===== config.mk =====
export PLATFORM = sky130hd
export DESIGN_NAME = mem_port_arbiter
export DESIGN_NICKNAME = d
export VERILOG_FILES = /design/src/rtl/mem_port_arbiter.sv
export SDC_FILE = /design/constraint.sdc
export NUM_CORES = 1
export LEC_CHECK = 0
export ABC_AREA = 1
export CAP_MARGIN = 0
export CORE_AREA = 2 2 203 205
export DETAILED_ROUTE_END_ITERATION = 6
export DIE_AREA = 0 0 205 207
export PLACE_DENSITY_LB_ADDON = 0.2
export SLEW_MARGIN = 0
export SYNTH_ARGS = -nofsm -noshare
export SYNTH_HDL_FRONTEND = slang
export SYNTH_SLANG_ARGS = --single-unit

===== constraint.sdc =====
create_clock -name clock -period 4.47 [get_ports clock]
set_input_delay 0.894 -clock clock [delete_from_list [all_inputs] [get_ports clock]]
set_output_delay 0.894 -clock clock [all_outputs]
set_load 0.03 [all_outputs]

===== src/rtl/mem_port_arbiter.sv =====
// Arbiter sharing one single-ported memory between instruction fetch and data access.
// Data has priority; a starvation counter forces a fetch win after MAX_WAIT data wins.
module mem_port_arbiter #(
   parameter int AW       = 64,
   parameter int DW       = 64,
   parameter int MAX_WAIT = 3    // legal range 1..15
) (
   input  logic          clock,
   input  logic          reset,
   input  logic          if_req,
   input  logic [AW-1:0] if_addr,
   output logic          if_gnt,
   output logic          if_valid,
   output logic [DW-1:0] if_rdata,
   input  logic          dm_req,
   input  logic          dm_we,
   input  logic [AW-1:0] dm_addr,
   input  logic [DW-1:0] dm_wdata,
   output logic          dm_gnt,
   output logic          dm_valid,
   output logic [DW-1:0] dm_rdata,
   output logic          mem_cs,
   output logic          mem_we,
   output logic [AW-1:0] mem_addr,
   output logic [DW-1:0] mem_wdata,
   input  logic [DW-1:0] mem_rdata,
   input  logic          mem_ready
);

   typedef enum logic [1:0] {
      IDLE    = 2'd0,
      BUSY_IF = 2'd1,
      BUSY_DM = 2'd2
   } state_t;

   localparam logic [3:0] WMAX = 4'(MAX_WAIT);

   state_t          state_q,     state_d;
   logic [3:0]      wcnt_q,      wcnt_d;
   logic            mem_cs_q,    mem_cs_d;
   logic            mem_we_q,    mem_we_d;
   logic [AW-1:0]   mem_addr_q,  mem_addr_d;
   logic [DW-1:0]   mem_wdata_q, mem_wdata_d;
   logic            if_gnt_q,    if_gnt_d;
   logic            dm_gnt_q,    dm_gnt_d;
   logic            if_valid_q,  if_valid_d;
   logic            dm_valid_q,  dm_valid_d;
   logic [DW-1:0]   if_rdata_q,  if_rdata_d;
   logic [DW-1:0]   dm_rdata_q,  dm_rdata_d;

   always_comb begin
      // NOTE: every _d starts from its _q (pulses from 0) so no path can infer a latch.
      state_d     = state_q;
      wcnt_d      = wcnt_q;
      mem_cs_d    = mem_cs_q;
      mem_we_d    = mem_we_q;
      mem_addr_d  = mem_addr_q;
      mem_wdata_d = mem_wdata_q;
      if_gnt_d    = 1'b0;
      dm_gnt_d    = 1'b0;
      if_valid_d  = 1'b0;
      dm_valid_d  = 1'b0;
      if_rdata_d  = if_rdata_q;
      dm_rdata_d  = dm_rdata_q;

      case (state_q)
         IDLE: begin
            // Fetch wins when alone, or when data has starved it MAX_WAIT times.
            if (if_req && (!dm_req || wcnt_q == WMAX)) begin
               state_d     = BUSY_IF;
               mem_cs_d    = 1'b1;
               mem_we_d    = 1'b0;
               mem_addr_d  = if_addr;
               mem_wdata_d = '0;
               if_gnt_d    = 1'b1;
               wcnt_d      = '0;
            end else if (dm_req) begin
               state_d     = BUSY_DM;
               mem_cs_d    = 1'b1;
               mem_we_d    = dm_we;
               mem_addr_d  = dm_addr;
               mem_wdata_d = dm_wdata;
               dm_gnt_d    = 1'b1;
               if (if_req && wcnt_q < WMAX) wcnt_d = wcnt_q + 4'd1;
            end
         end
         BUSY_IF: begin
            if (mem_ready) begin
               state_d    = IDLE;
               mem_cs_d   = 1'b0;
               mem_we_d   = 1'b0;
               if_rdata_d = mem_rdata;
               if_valid_d = 1'b1;
            end
         end
         BUSY_DM: begin
            if (mem_ready) begin
               state_d    = IDLE;
               mem_cs_d   = 1'b0;
               mem_we_d   = 1'b0;
               dm_rdata_d = mem_we_q ? '0 : mem_rdata;
               dm_valid_d = 1'b1;
            end
         end
         default: state_d = IDLE;
      endcase
   end

   always_ff @(posedge clock or negedge reset) begin
      if (!reset) begin
         state_q     <= IDLE;
         wcnt_q      <= '0;
         mem_cs_q    <= 1'b0;
         mem_we_q    <= 1'b0;
         mem_addr_q  <= '0;
         mem_wdata_q <= '0;
         if_gnt_q    <= 1'b0;
         dm_gnt_q    <= 1'b0;
         if_valid_q  <= 1'b0;
         dm_valid_q  <= 1'b0;
         if_rdata_q  <= '0;
         dm_rdata_q  <= '0;
      end else begin
         // NOTE: non-blocking here so every flop samples the pre-edge values.
         state_q     <= state_d;
         wcnt_q      <= wcnt_d;
         mem_cs_q    <= mem_cs_d;
         mem_we_q    <= mem_we_d;
         mem_addr_q  <= mem_addr_d;
         mem_wdata_q <= mem_wdata_d;
         if_gnt_q    <= if_gnt_d;
         dm_gnt_q    <= dm_gnt_d;
         if_valid_q  <= if_valid_d;
         dm_valid_q  <= dm_valid_d;
         if_rdata_q  <= if_rdata_d;
         dm_rdata_q  <= dm_rdata_d;
      end
   end

   assign mem_cs    = mem_cs_q;
   assign mem_we    = mem_we_q;
   assign mem_addr  = mem_addr_q;
   assign mem_wdata = mem_wdata_q;
   assign if_gnt    = if_gnt_q;
   assign dm_gnt    = dm_gnt_q;
   assign if_valid  = if_valid_q;
   assign dm_valid  = dm_valid_q;
   assign if_rdata  = if_rdata_q;
   assign dm_rdata  = dm_rdata_q;

endmodule

==> results_dict.tcl <==
set metrics [dict create \
    syn_avg_cell_area_sq_um 8.08 \
    period_share_pct 60.7 \
    drt-initial-drc-count 602 \
    die_x_um 205 \
    nets 2183 \
    die_y_um 207 \
    clk_pin_slew_ps 50 \
    worst_slew_pin_slew_ps 931 \
    ys_ff_latch 268 \
    cts_setup_buffers 0 \
    grt_pass1_wl_mm 63.8 \
    cts_tree "done" \
    routedWlPerCell_um 16.6 \
    crit_slowest_cell "inv_4" \
    clk_path_buf_depth 3 \
    syn-num-nets 1699 \
    arrival_ps 3170 \
    nFillCells 4036 \
    rows 74 \
    area_growth_pct 58.4 \
    hold_class "flop to flop" \
    p_switching_w 0.00593 \
    crit_top_cell "nand2_1" \
    drive_gt1_share_pct 3.72 \
    synth-simple-area-share_pct 30.0 \
    dpl.hpwl_mm 28.4 \
    multi_input_area_sq_um 3920 \
    max_freq_mhz 369 \
    cts_htree_levels 2 \
    seq_area_frac_synth_pct 57.9 \
    via_per_inst 4.45 \
    postLayoutSetupSlackWorst_ps 1760 \
    sequential_cell_area_sq_um 6710 \
    grt_pass1_vias 10900 \
    powerDensity_nw_per_um2 751 \
    netlist_area_sq_um 11600 \
    post-place-ws_ps 1150 \
    yosysWarnings 0 \
    outcome "complete, no violations" \
    max_stage_delay_ps 600 \
    syn_inst 1433 \
    cts_hold_buf 0 \
    start_util_pct 28.7 \
    drtPass1Iterations 5 \
    slew-limit-headroom_pct 37.9 \
    power_frac_seq_pct 30.1 \
    period_needed_ps 2710 \
    ys_async_sr_fraction_pct 100 \
    fp.dieArea_sq_um 42400 \
    drv_cap 0 \
    yosysMostFrequentCell "nand2_1" \
    synthMuxAreaShare_pct 0 \
    ant_nets 0 \
    fin_area_sq_um 18300 \
    antenna_found_initial 4 \
    fin_hold_ws_ps 474 \
    grt_max_degree 131 \
    combPwrFrac_pct 50.7 \
    dp.cells 2413 \
    fin_cells 2472 \
    yosys.area.top_type_share_pct 57.9 \
    drv_slew 0 \
    finalSetupTns_ps 0 \
    p_clk_share_pct 19.2 \
    ys_types 18 \
    rsz0062_at_grt "no" \
    clock_latency_ps 520 \
    sw_frac_of_total_pct 43.1 \
    crit_path_start_kind "input port" \
    num_vias 11000 \
    ctsResizeCount 0 \
    grt-ovfl-total 0 \
    worst-path-buf-inv 3 \
    synth_area_leaders "dfrtp_1 58%, nand2_1 21%, nand3_1 8.4%, inv_1 4.6%, o21ai_0 2.9%" \
    cts_buffers 34 \
    synthXorXnorAreaFrac_pct 0 \
    io_buffers 523 \
    p_leak_nw 9.20 \
    placed_cell_area_sq_um 17200 \
    synthTopCellsByCount "652 x nand2_1, 268 x dfrtp_1, 195 x nand3_1" \
    critical_path_class "input port to flop" \
    tritoncts_num_sinks 268 \
    power.internal_w 0.00783 \
    synthAdderAreaFrac_pct 0.432 \
    setup_viol 0 \
    path_cells "clkdlybuf4s50_1 -> nor2_1 -> nor2_4 -> inv_4 -> buf_4 -> nand2_1 -> nand2_1" \
    hold_viol 0 \
    cp-end-kind "flop" \
    yosysTopAreaCell "dfrtp_1" \
    io-pin-count 524 \
    critical-path-top-delay-family "buffers and inverters" \
    coreArea_sq_um 40400 \
    track_usage_pct 19.2 \
    fin_skew_ps 6.73 \
    wl_mm 41.0 \
    synth_compound_area_share_pct 3.18 \
    critPathMaxFanout 86 \
    ir_drop_mv 0.462 \
    synth-edff-count 0 \
    cp.required_ps 4930 \
    rrSetupSlack_ps 2110 \
    cts_root_buffer "clkbuf_16" \
    synth-main-ff-cell "dfrtp_1" \
    drc_errors 0 \
    synth_top_family_by_area "simple AND/OR/NAND/NOR gates" \
    gp_congestion 0.818 \
]
## power by group through the flow
| stage | sequential, W | clock, W | combinational (W) |
|---|---|---|---|
| 2_1_floorplan | 0.00625 | 0 | 0.00180 |
| 3_3_place_gp | 0.00415 | 0 | 0.00703 |
| 3_5_place_dp | 0.00416 | 0 | 0.00707 |
| 4_1_cts | 0.00415 | 0.00273 | 0.00708 |
| 5_1_grt | 0.00428 | 0.00284 | 0.00753 |
| 6_report | 0.00415 | 0.00264 | 0.00697 |
## worst paths after layout
kind	to	depth (start not counted)	from
worst max-delay path	mem_addr[25]	7	dm_req
worst max register to register	mem_addr[25]	8	state_q[0]
worst min register to register	mem_addr[14]	2	mem_addr[14]
min in group asynchronous	if_rdata[15]	1	reset
max in group asynchronous	if_rdata[35]	2	reset
worst min-delay path	mem_addr[14]	2	mem_addr[14]
## state kept, by name (all words and copies together), names as in the netlist, 2 cells and up
| signal | cells |
|---|---|
| dm_rdata | 64 |
| if_rdata | 64 |
| mem_addr | 64 |
| mem_wdata | 64 |
| wcnt_q | 4 |
| state_q | 2 |
## stage by stage
| step | utilization (%) | power, W |
|---|---|---|
| 6_report | 45.4 | 0.0138 |
| 5_1_grt | 45.4 | 0.0146 |
| 4_1_cts | 45.4 | 0.0140 |
| 3_5_place_dp | 42.7 | 0.0112 |
| 3_3_place_gp | 42.7 | 0.0112 |
| 2_1_floorplan | - | 0.00805 |
## kinds of logic (layout without fill, tap and decap cells)
logic type | count (synthesis) | after routing
simple gates | 856 | 856
flops | 268 | 268
buf+inv | 233 | 736
compound gates | 72 | 72
fa+ha+maj | 4 | 4
other cells | 0 | 4
## metal layers
layer	vias up	global-route usage [%]	part of all wire [%]
met5	-	0	0.027
met3	56	7.77	11
met4	2	5.66	2.3
li1	5374	-	-
met2	408	31.1	47
met1	5150	23.4	40
## worst reg2reg max path: cells and delay by family (launching register included)
family,cells,cell delay (ps)
and+or+nand+nor,3,290
adders and majority gates,1,280
DFF,1,370
buffers and inverters,4,1350
## cells in the final DEF, fill, tap and decap left out, drive strengths merged
cell | Yosys | layout
dfrtp | 268 | 268
ha | 4 | 4
nand4 | 1 | 1
a21oi | 3 | 3
diode | 0 | 4
clkbuf | 29 | 53
nand3 | 195 | 195
nand2 | 653 | 653
buf | 61 | 16
inv | 143 | 143
o21ai | 69 | 69
clkdlybuf4s50 | 0 | 522
clkinv | 0 | 2
nor2 | 7 | 7
## final cells by class
class	instances	share of cell area [%]
Antenna cell	4	0.0546
Clock buffer	53	5.82
Clock inverter	2	0.0546
Inverter	143	2.94
Multi-Input combinational cell	932	21.4
Sequential cell	268	36.6
Tap cell	532	3.63
Timing Repair Buffer	538	29.5
No activity file was read; power rests on OpenSTA's default activity.
